[config.mk]
export PLATFORM = sky130hd
export DESIGN_NAME = double_lt_cmp_flat
export DESIGN_NICKNAME = d
export VERILOG_FILES = /design/src/rtl/double_lt_cmp_if.sv /design/src/rtl/double_lt_cmp.sv /design/src/flat_wrapper.sv
export SDC_FILE = /design/constraint.sdc
export NUM_CORES = 1
export LEC_CHECK = 0
export ABC_AREA = 1
export CAP_MARGIN = 0
export CORE_UTILIZATION = 36
export CTS_CLUSTER_SIZE = 40
export DETAILED_ROUTE_END_ITERATION = 8
export GPL_ROUTABILITY_DRIVEN = 0
export HOLD_SLACK_MARGIN = 0.08
export PLACE_DENSITY = 0.83
export SLEW_MARGIN = 20
export SYNTH_ARGS = -nofsm -noshare
export SYNTH_HDL_FRONTEND = slang
export SYNTH_SLANG_ARGS = --single-unit
[constraint.sdc]
create_clock -name clk -period 0.8 [get_ports clk]
set_clock_uncertainty 0.1 [all_clocks]
set_input_delay 0.12 -clock clk [delete_from_list [all_inputs] [get_ports clk]]
set_output_delay 0.12 -clock clk [all_outputs]
set_load 0.005 [all_outputs]
[src/rtl/double_lt_cmp_if.sv]
// Operand/result bundle for the binary64 less-than comparator.
interface double_lt_cmp_if;
   logic [63:0] a;
   logic [63:0] b;
   logic        z;

   modport master (output a, output b, input  z);
   modport slave  (input  a, input  b, output z);
endinterface

[src/rtl/double_lt_cmp.sv]
// Streaming IEEE-754 binary64 ordered compare: z = (a < b), one pair per clock,
// one-cycle registered latency.
module double_lt_cmp (
   input  logic           clk,
   input  logic           rst_n,
   double_lt_cmp_if.slave bus
);
   localparam int unsigned EXP_W  = 11;
   localparam int unsigned FRAC_W = 52;
   localparam int unsigned MAG_W  = 63;

   logic              sign_a, sign_b;
   logic [EXP_W-1:0]  exp_a, exp_b;
   logic [FRAC_W-1:0] frac_a, frac_b;
   logic [MAG_W-1:0]  mag_a, mag_b;
   logic              nan_a, nan_b;
   logic              both_zero;
   logic              z_d, z_q;

   // Field decode and ordering rules; infinities and denormals fall out of the magnitude compare.
   always_comb begin
      sign_a    = bus.a[63];
      sign_b    = bus.b[63];
      exp_a     = bus.a[62:52];
      exp_b     = bus.b[62:52];
      frac_a    = bus.a[51:0];
      frac_b    = bus.b[51:0];
      mag_a     = bus.a[62:0];
      mag_b     = bus.b[62:0];
      nan_a     = (exp_a == {EXP_W{1'b1}}) && (frac_a != '0);
      nan_b     = (exp_b == {EXP_W{1'b1}}) && (frac_b != '0);
      both_zero = (mag_a == '0) && (mag_b == '0);

      z_d = 1'b0;
      if (nan_a || nan_b || both_zero) begin
         z_d = 1'b0;
      end else if (sign_a != sign_b) begin
         z_d = sign_a;
      end else if (!sign_a) begin
         z_d = (mag_a < mag_b);
      end else begin
         z_d = (mag_a > mag_b);
      end
   end

   always_ff @(posedge clk or negedge rst_n) begin
      if (!rst_n) z_q <= 1'b0;
      else        z_q <= z_d;
   end

   assign bus.z = z_q;
endmodule

[src/flat_wrapper.sv]
// flat-port wrapper written by rule: the top's interface ports become plain ports
module double_lt_cmp_flat 
  (clk, rst_n, bus_a, bus_b, bus_z);
  double_lt_cmp_if bus_i ();
  input  logic clk;
  input  logic rst_n;
  input wire logic [$bits(bus_i.a)-1:0] bus_a;
  input wire logic [$bits(bus_i.b)-1:0] bus_b;
  output wire logic [$bits(bus_i.z)-1:0] bus_z;
  assign bus_i.a = bus_a;
  assign bus_i.b = bus_b;
  assign bus_z = bus_i.z;
  double_lt_cmp u_core (.clk(clk), .rst_n(rst_n), .bus(bus_i));
endmodule
# After elaboration in Yosys (flattened, before gate mapping)
# Index checks and enable logic that the tools add are counted.
# totals
out_inout_bits	1
regBits	1
in_bits	130
elab_cells	18
# classes
order_cmp	2
muxes	3
reduce_logical	9
n_eq_ne	3
# ops
op	n
63-bit zero test	2
52-bit nonzero test	2
63-bit greater-than comparator	1
63-bit < comparator	1
11-bit equality test, second input constant	2
1-bit logical AND	3
1-bit 2-to-1 mux	3
1-bit logical OR	2
1-bit inequality test	1

# Logic depth before layout (Yosys ltp)
# Gate-level depths: netlist (run 1).
# depth
word_depth	5
depth_mapped	16
ltp_nobuf	16

# Least setup slack after synthesis (run 1)
# No wires, ideal clock.
# synth_timing
kind	input-to-reg
start	in bus_b[30]
end	reg u_core.z_q, in the netlist u_core.bus.z
t_required_ns	0.582
path_buffers	0
setup_slack_ns	-0.613
arrival_time_ns	1.195
cell_stages	13
setup_ns	0.118
path_cell_list	inv_1 > ha_1 > nand2_1 > nor2_1 > nand3_1 > nor3_2 > nand2_1 > nand2_1 > nand2_1 > nand2_1 > nand2_1 > nand2_1 > nor2_1
# synth_via
elab_chain_len	5
# synth_lines
element	line	source
start: declaration	flat_wrapper.sv:8	input wire logic [$bits(bus_i.b)-1:0] bus_b;
parallel branches: the longest is 4 deep, another holds 63-bit < comparator	--	
1-bit 2-to-1 mux (*)	double_lt_cmp.sv:35	if (nan_a || nan_b || both_zero) begin
net u_core.z_d	double_lt_cmp.sv:18	logic z_d, z_q;
end signal: assignment	double_lt_cmp.sv:48	else z_q <= z_d;
end: declaration	double_lt_cmp.sv:18	
# Mark *: on every way through the listed nets, which the timed path passes.

# Final worst setup path (run 1)
# layout_timing
start	in bus_b[6]
end	reg u_core.z_q, in the netlist u_core.bus.z
# The elaborated chain is that of the path after synthesis.

==> run metrics, run 1 <==
final-report hold violation count 0; pin count of the biggest net entering global routing 4; critical path fanouts, max 2; top-count cell post-synth nand2_1; max reg flops 1; overall power 3.04 mW; final wirelength 13.2 mm; Yosys reg bits 1; Pre-Repair DR Iteration Count 5; first-pass GRT wire length 19.3 mm; Synth Area in Compound Gates between 6 and 7%; Port Buffer Count 130; area of the mapped netlist 2370 um2; initial antenna violation count 1; synth warn 0; CP arrival 1.72 ns; Starting Density 37.3%; fin area 5370 um2; crit path launch type input pin; die width approximately 83 um; Routed WL per cell 17.8 um; row cnt 29; DRT iter0 DRCs around 290; syn nets 619; Synth area leader ha_1; Remaining DRCs 0; placed insts 704; Die ar. 6900 um2; max cap viols 0; gr usage total 33.6%; fraction of final layout cells sized beyond drive strength 1 66.9%; Critical Path End Type flop; class of the worst hold path in -> async; outcome finished, violations left; Post-Synth Adder-Cell Area 33.3%; Vias roughly 4200; Slew HR ~74%; Total Nets Final about 860; Post-synth ARST share 100%; pwr dens ~570 nW/um2; Max VDD drop a little under 0.0004 V; Worst Hold Slack 0.198 ns; final core occ between 80 and 90%; top_reg_cell synth dfrtp_1; Netlist cell types 16; Leakage Power 2.58 nW; Req. time, crit path approximately 0.6 ns; Post-DRT Antenna Nets 0; final setup vio count 2; Final TNS setup -1.13 ns; sequential area share after synthesis between 1 and 1.5%; GR Overflow Total 0; Clock transition at path regs 0 ns; via count of the first global-routing pass 4415; core region area 6350 um2; largest cells by area after synthesis ha_1 (33%), nand2_1 (18%), inv_1 (15%); Worst Tran Pin Value 0.388 ns; post-synthesis mux area share 0%; area of placed instances between 4000 and 5000 um2; Mapped Cells 426; largest family of logic cells by synthesized area simple AND/OR/NAND/NOR gates; height of the die 83.1 um; dpl hpwl 7.51 mm; top post-synthesis cells by count nand2_1 (111), inv_1 (94), nor2_1 (68), ha_1 (63), nand4_1 (27); Final WS setup -1.12 ns; failing checks negative setup slack; min cycle time layout roughly 1.9 ns; drt via density 5.59; WS Path Type in -> reg; Hold Buf Count CTS 0; area share of and/or/nand/nor cells after synthesis between 40 and 50%; Mean Syn Cell Area 5.56 um2; Post-synth EDFFs 0; Synth top area share 33.3%; Final Slew Violations 0; XOR/XNOR Fraction of Synth Area 0%; fmax 521 MHz; Post-Layout Cell Count around 740; RSZ-0062 raised after global routing true; part of the cycle the worst path needs 240%; pre-CTS setup slack -1.34 ns; area delta synth->final 127%; Top Ports ~130
worst max-delay path, cell delays in order:
cell	delay, ns
buf_2	0.11
inv_2	0.08
ha_4	0.21
nand2_4	0.09
inv_1	0.07
a21oi_1	0.22
nand2_1	0.09
nand2_1	0.06
nand2_1	0.06
nand2_2	0.08
nand2_2	0.06
nand2_2	0.08
nand2_2	0.08
nand2_2	0.08
nand2_1	0.05
nor2_1	0.17
cells in the final DEF (no fill, tap or decap), drive strengths merged, types with 2 or more instances in the layout:
| cell | instances |
|---|---|
| clkbuf | 7 |
| nand4 | 27 |
| a21oi | 24 |
| nand3 | 13 |
| a21o | 4 |
| nor4 | 8 |
| ha | 63 |
| clkdlybuf4s50 | 3 |
| nor3 | 8 |
| nor2 | 70 |
| inv | 94 |
| buf | 217 |
| clkdlybuf4s15 | 11 |
| o21ai | 2 |
| nand2 | 111 |
per-layer routing:
metal  up-vias  GRT usage (%)  part of all wire (%)
li1       1866              -                     -
met1      1882           32.8                    33
met2       288           66.0                    52
met3       115           5.07                   7.2
met4         0           19.4                   7.6
met5         -              0                     0
area by class of cell:
type                    count  area [um2]
fillers                   345         981
diodes                      1        2.50
multi-input cells         331        3090
repair buffers            238        1770
well taps                  77        96.3
inverters                  94         385
flip-flops and latches      1        25.0
timing repair:
| item | 4_1_cts | 5_1_grt |
|---|---|---|
| pin swaps | 150 | 67 |
| cloned | 0 | 0 |
| setup buffers | 33 | 6 |
| endpoints found under the setup margin | 2 | 1 |
| resized for setup | 677 | 83 |
worst paths after layout:
kind | endpoint | cells past startpoint | startpoint
setup / recovery | u_core.bus.z$_DFF_PN0_ | 16 | bus_b[6]
hold / removal | u_core.bus.z$_DFF_PN0_ | 1 | rst_n
max in group asynchronous | u_core.bus.z$_DFF_PN0_ | 1 | rst_n
min in group clk | bus_z | 1 | u_core.bus.z$_DFF_PN0_
logic make-up after synthesis:
group,after synthesis
AO/OA/AOI/OAI,30
adder cells (fa/ha/maj),63
buffers and inverters,94
flip-flops,1
AND/OR/NAND/NOR,238
power breakdown:
| group | internal [mW] | total [mW] | switching, mW |
|---|---|---|---|
| Clock | 0.00000334 | 0.00000334 | 0 |
| Combinational | 1.55 | 2.98 | 1.43 |
| Sequential | 0.0584 | 0.0628 | 0.00435 |
Note: power is estimated with default switching activity, not from simulation.
==> inputs of run 2 (changes only) <==
CORE_MARGIN = 2   (was default)
==> run 2 against run 1 <==
The flow still finishes with violations (negative setup slack). Utilization is 1.4 points lower. Global-route usage is 2.2 points lower. Maximum frequency is 11% higher. Die area is 4.9% higher. Sequential cell count stayed put. Sequential share of layout area hardly changed. Cell area is 1.6% lower. Combinational power is 6% lower. Critical path depth is 4 lower. First-iteration DRC count is 23% lower. Worst hold slack worse by 0.027 ns. Critical path type unchanged. Critical endpoint unchanged. Highest routed layer unchanged.
==> run metrics, run 2 (synthesized netlist as in run 1, its figures left out) <==
# diodes 0 (was 1); final setup vio count 1 (was 2); Leakage Power 2.57 nW (was 2.58 nW); Port Buffer Count 130 (unchanged); CP arrival 1.50 ns (was 1.72 ns); max cap viols 0 (unchanged); Final TNS setup -0.924 ns (was -1.13 ns); class of the worst hold path in -> async (unchanged); dpl hpwl 7.52 mm (was 7.51 mm); Routed WL per cell 16.5 um (was 17.8 um); part of the cycle the worst path needs 216% (was 240%); Final WS setup -0.924 ns (was -1.12 ns); via count of the first global-routing pass 4279 (was 4415); fraction of final layout cells sized beyond drive strength 1 64.7% (was 66.9%); Pre-Repair DR Iteration Count 5 (unchanged); die width 85.1 um (was 83.1 um); RSZ-0062 raised after global routing true (unchanged); Top Ports 131 (unchanged); max reg flops 1 (unchanged); drt via density 5.39 (was 5.59); Req. time, crit path 0.58 ns (was 0.60 ns); fill count 380 (was 345); Die ar. 7240 um2 (was 6900 um2); row cnt 29 (unchanged); WS Path Type in -> reg (unchanged); min cycle time layout 1.72 ns (was 1.92 ns); Critical Path End Type flop (unchanged); Max VDD drop 0.000348 V (was 0.000393 V); Vias 4008 (was 4151); pin count of the biggest net entering global routing 4 (unchanged); Final Slew Violations 0 (unchanged); Worst Tran Pin Value 0.372 ns (was 0.388 ns); most frequent cells in the layout buf_4 (107), buf_2 (79), nand2_1 (73) (was buf_4 (105), buf_2 (74), nand2_1 (67)); failing checks negative setup slack (unchanged); first-pass GRT wire length 18.9 mm (was 19.3 mm); core region area 6350 um2 (unchanged); final wirelength 12.3 mm (was 13.2 mm); critical path fanouts, max 3 (was 2); DRT iter0 DRCs 221 (was 288); Hold Buf Count CTS 0 (unchanged); initial antenna violation count 0 (was 1); Clock transition at path regs 0 ns (about the same); height of the die 85.1 um (was 83.1 um); Post-DRT Antenna Nets 0 (unchanged); Remaining DRCs 0 (unchanged); area delta synth->final 123% (was 127%); final-report hold violation count 0 (unchanged); fmax 580 MHz (was 521 MHz); Total Nets Final 861 (was 859); Starting Density 37.3% (unchanged); crit path launch type input pin (unchanged); Slew HR 75.0% (was 73.9%); outcome finished, violations left (unchanged); gr usage total 31.4% (was 33.6%); pwr dens 543 nW/um2 (was 567 nW/um2); GR Overflow Total 0 (unchanged); Worst Hold Slack 0.171 ns (was 0.198 ns); most common cell after layout, fill and taps aside buf_4 (unchanged)
run 2: stage by stage:
step	power, mW	worst slack, ns	util, %	std cells	cell area [um2]
floorplan	0.815	-0.591	-	426	2430
finish	2.87	-0.924	83.2	743	5280
global placement	1.96	-1.31	68.7	704	4360
global route	3.10	-0.992	83.2	743	5280
detailed placement	2.02	-1.33	68.7	704	4360
CTS	2.53	-0.789	80.6	738	5120
run 2: worst max-delay path, cell delays in order:
cell and delay (ns):
clkdlybuf4s15_2 0.22, ha_4 0.25, nand2_4 0.08, a21oi_2 0.04, nor2_1 0.12, nand2_1 0.09
nand2_2 0.07, nand2_2 0.05, a21oi_2 0.14, nand2_1 0.08, a21oi_1 0.17, nor2_1 0.07
run 2: worst max path at each step:
| stage | start | end | slack (ns) | cells after the start |
|---|---|---|---|---|
| floorplan | bus_b[42] | u_core.bus.z$_DFF_PN0_ | -0.59 | 13 |
| global placement | bus_b[28] | u_core.bus.z$_DFF_PN0_ | -1.31 | 14 |
| detailed placement | bus_b[27] | u_core.bus.z$_DFF_PN0_ | -1.33 | 14 |
| CTS | bus_b[14] | u_core.bus.z$_DFF_PN0_ | -0.79 | 12 |
| global route | bus_b[53] | u_core.bus.z$_DFF_PN0_ | -0.99 | 12 |
| finish | bus_a[37] | u_core.bus.z$_DFF_PN0_ | -0.92 | 12 |
run 2: repair_timing:
action / 4_1_cts / 5_1_grt
setup buffers: 34 / 5
setup endpoints to repair: 2 / 1
pin swaps: 150 / 64
gates resized for setup: 622 / 73
run 2: final cells by class:
| cell class | instances | area [um2] | share of cell area [%] |
|---|---|---|---|
| timing repair buffer | 240 | 1720 | 32.5 |
| sequential | 1 | 25.0 | 0.474 |
| tap | 77 | 96.3 | 1.82 |
| multi-input combinational | 331 | 3080 | 58.2 |
| inverter | 94 | 370 | 7.01 |
run 2: per-layer routing:
metal	up-vias	track usage (%)	wire length, um
met5	-	0	0
met4	0	13.3	561
met3	64	5.16	840
met2	238	62.4	6500
met1	1847	31.7	4360
li1	1859	-	-
run 2: power breakdown:
group          internal, mW  switching [mW]
Combinational          1.47            1.34
Clock                     0               0
Sequential           0.0582         0.00130
==> inputs of run 3 (changes only) <==
CORE_UTILIZATION = 33   (was 36)
PLACE_DENSITY = 0.77   (was 0.83)
==> run 3 against run 2 <==
The flow still finishes with violations (negative setup slack). Via count down 6.4%. Combinational power down 4%. Cell count up 2.2%. Wire length down 8.1%. Maximum frequency up 1.9%. Worst setup slack better by 0.032 ns. Critical path type unchanged. Critical endpoint unchanged.
==> run metrics, run 3 (synthesized netlist as in run 1, its figures left out) <==
Pre-Repair DR Iteration Count 4 (was 5); Starting Density 34.5% (was 37.3%); Die ar. 7870 um2 (was 7240 um2); Switching Share 46.2% (was 46.9%); Met1 Wirelength 4.06 mm (was 4.36 mm); first-pass GRT wire length 17.4 mm (was 18.9 mm); most frequent cells in the layout buf_4 (106), nand2_1 (73), buf_2 (69) (was buf_4 (107), buf_2 (79), nand2_1 (73)); dpl hpwl 7.68 mm (was 7.52 mm); height of the die 88.7 um (was 85.1 um); met2 routed WL 6.01 mm (was 6.50 mm); Remaining DRCs 0 (unchanged); critical path fanouts, max 2 (was 3); Worst Tran Pin Value 0.388 ns (was 0.372 ns); Top Ports 131 (unchanged); fin area 5240 um2 (was 5280 um2); DR top layer met4 (unchanged); Req. time, crit path 0.58 ns (about the same); drt via density 4.94 (was 5.39); GR Overflow Total 0 (unchanged); fmax 591 MHz (was 580 MHz); class of the worst hold path in -> async (unchanged); initial antenna violation count 1 (was 0); Leakage Power 2.52 nW (was 2.57 nW); Comb pwr share 97.8% (was 97.9%); CP arrival 1.47 ns (was 1.50 ns); part of the cycle the worst path needs 212% (was 216%); via count of the first global-routing pass 4134 (was 4279); Final WS setup -0.893 ns (was -0.924 ns); sequential share of power 2.2% (was 2.1%); gr usage total 27.4% (was 31.4%); min cycle time layout 1.69 ns (was 1.72 ns); failing checks negative setup slack (unchanged); Slew HR 73.9% (was 75.0%); Critical Path End Type flop (unchanged); crit path launch type input pin (unchanged); core region area 6870 um2 (was 6350 um2); DRT iter0 DRCs 121 (was 221); area of placed instances 4360 um2 (about the same); die width 88.7 um (was 85.1 um); final wirelength 11.3 mm (was 12.3 mm); area delta synth->final 121% (was 123%); most common cell after layout, fill and taps aside buf_4 (unchanged); WS Path Type in -> reg (unchanged); Clock Power Share 0% (about the same); Int Pwr 1.48 mW (was 1.52 mW); Total Nets Final 857 (was 861); pwr dens 525 nW/um2 (was 543 nW/um2); wire length on met3 650 um (was 840 um); Clock transition at path regs 0 ns (about the same); Routed WL per cell 14.8 um (was 16.5 um); Vias 3753 (was 4008); Post-DRT Antenna Nets 0 (unchanged); pin count of the biggest net entering global routing 4 (unchanged); final-report hold violation count 0 (unchanged); RSZ-0062 raised after global routing true (unchanged); fraction of final layout cells sized beyond drive strength 1 63.0% (was 64.7%); fill count 498 (was 380); NetSw 1.27 mW (was 1.35 mW); Max VDD drop 0.000245 V (was 0.000348 V); Final Slew Violations 0 (unchanged); Port Buffer Count 130 (unchanged); row cnt 30 (was 29); overall power 2.75 mW (was 2.87 mW); max cap viols 0 (unchanged); final setup vio count 1 (unchanged); outcome finished, violations left (unchanged); max reg flops 1 (unchanged)
## run 3: worst max path at each step
stage                          from                endpoint  slack [ns]  depth (start not counted)
final                     bus_b[14]  u_core.bus.z$_DFF_PN0_       -0.89                         13
after CTS                 bus_b[52]  u_core.bus.z$_DFF_PN0_       -0.80                         10
after global routing      bus_b[33]  u_core.bus.z$_DFF_PN0_       -0.99                         15
after detailed placement  bus_b[28]  u_core.bus.z$_DFF_PN0_       -1.32                         14
after floorplan           bus_b[42]  u_core.bus.z$_DFF_PN0_       -0.59                         13
after global placement    bus_b[28]  u_core.bus.z$_DFF_PN0_       -1.31                         14
## run 3: final cells by class
class / instances / area [um2] / area share, %
multi-input combinational: 331 / 2960 / 56.6
timing repair buffer: 236 / 1760 / 33.5
inverter: 94 / 370 / 7.07
tap: 96 / 120 / 2.29
sequential: 1 / 25.0 / 0.478
antenna: 1 / 2.50 / 0.0478
## run 3: per-layer routing
layer,vias to the layer above,track usage [%]
met5,-,0
met4,0,13.6
met3,45,4.85
met2,133,54.2
met1,1724,26.7
li1,1851,-
## run 3: power by group through the flow
stage / Sequential (mW) / Clock (mW) / Combinational (mW)
floorplan: 0.0610 / 0 / 0.754
global placement: 0.0606 / 0 / 1.89
detailed placement: 0.0603 / 0 / 1.96
CTS: 0.0606 / 0 / 2.42
global route: 0.0607 / 0.000000167 / 2.94
finish: 0.0605 / 0.000000167 / 2.69
## run 3: worst max-delay path: stages
cell and delay [ns]:
buf_6 0.10, inv_2 0.07, ha_4 0.21, a21oi_1 0.21, nand2_2 0.09, a21oi_2 0.15
nand2_1 0.08, nand2_1 0.07, nand2_1 0.05, nand2_1 0.07, nand2_2 0.06, a21oi_2 0.13
nor2_1 0.06
## run 3: timing repair
item,CTS,global route
pin swaps,136,52
endpoints found under the setup margin,2,1
buffers inserted,36,2
resized for setup,603,62
hold buffers,0,0
## run 3: stage by stage
step	setup TNS (ns)	setup slack, ns	util, %	cells	hold WS (ns)
after floorplan	-0.591	-0.591	-	426	-0.276
after detailed placement	-1.58	-1.32	63.5	720	0.178
final	-0.893	-0.893	76.3	759	0.176
after global routing	-0.992	-0.992	76.3	759	0.178
after CTS	-0.802	-0.802	74.2	756	0.178
after global placement	-1.57	-1.31	63.5	720	0.174
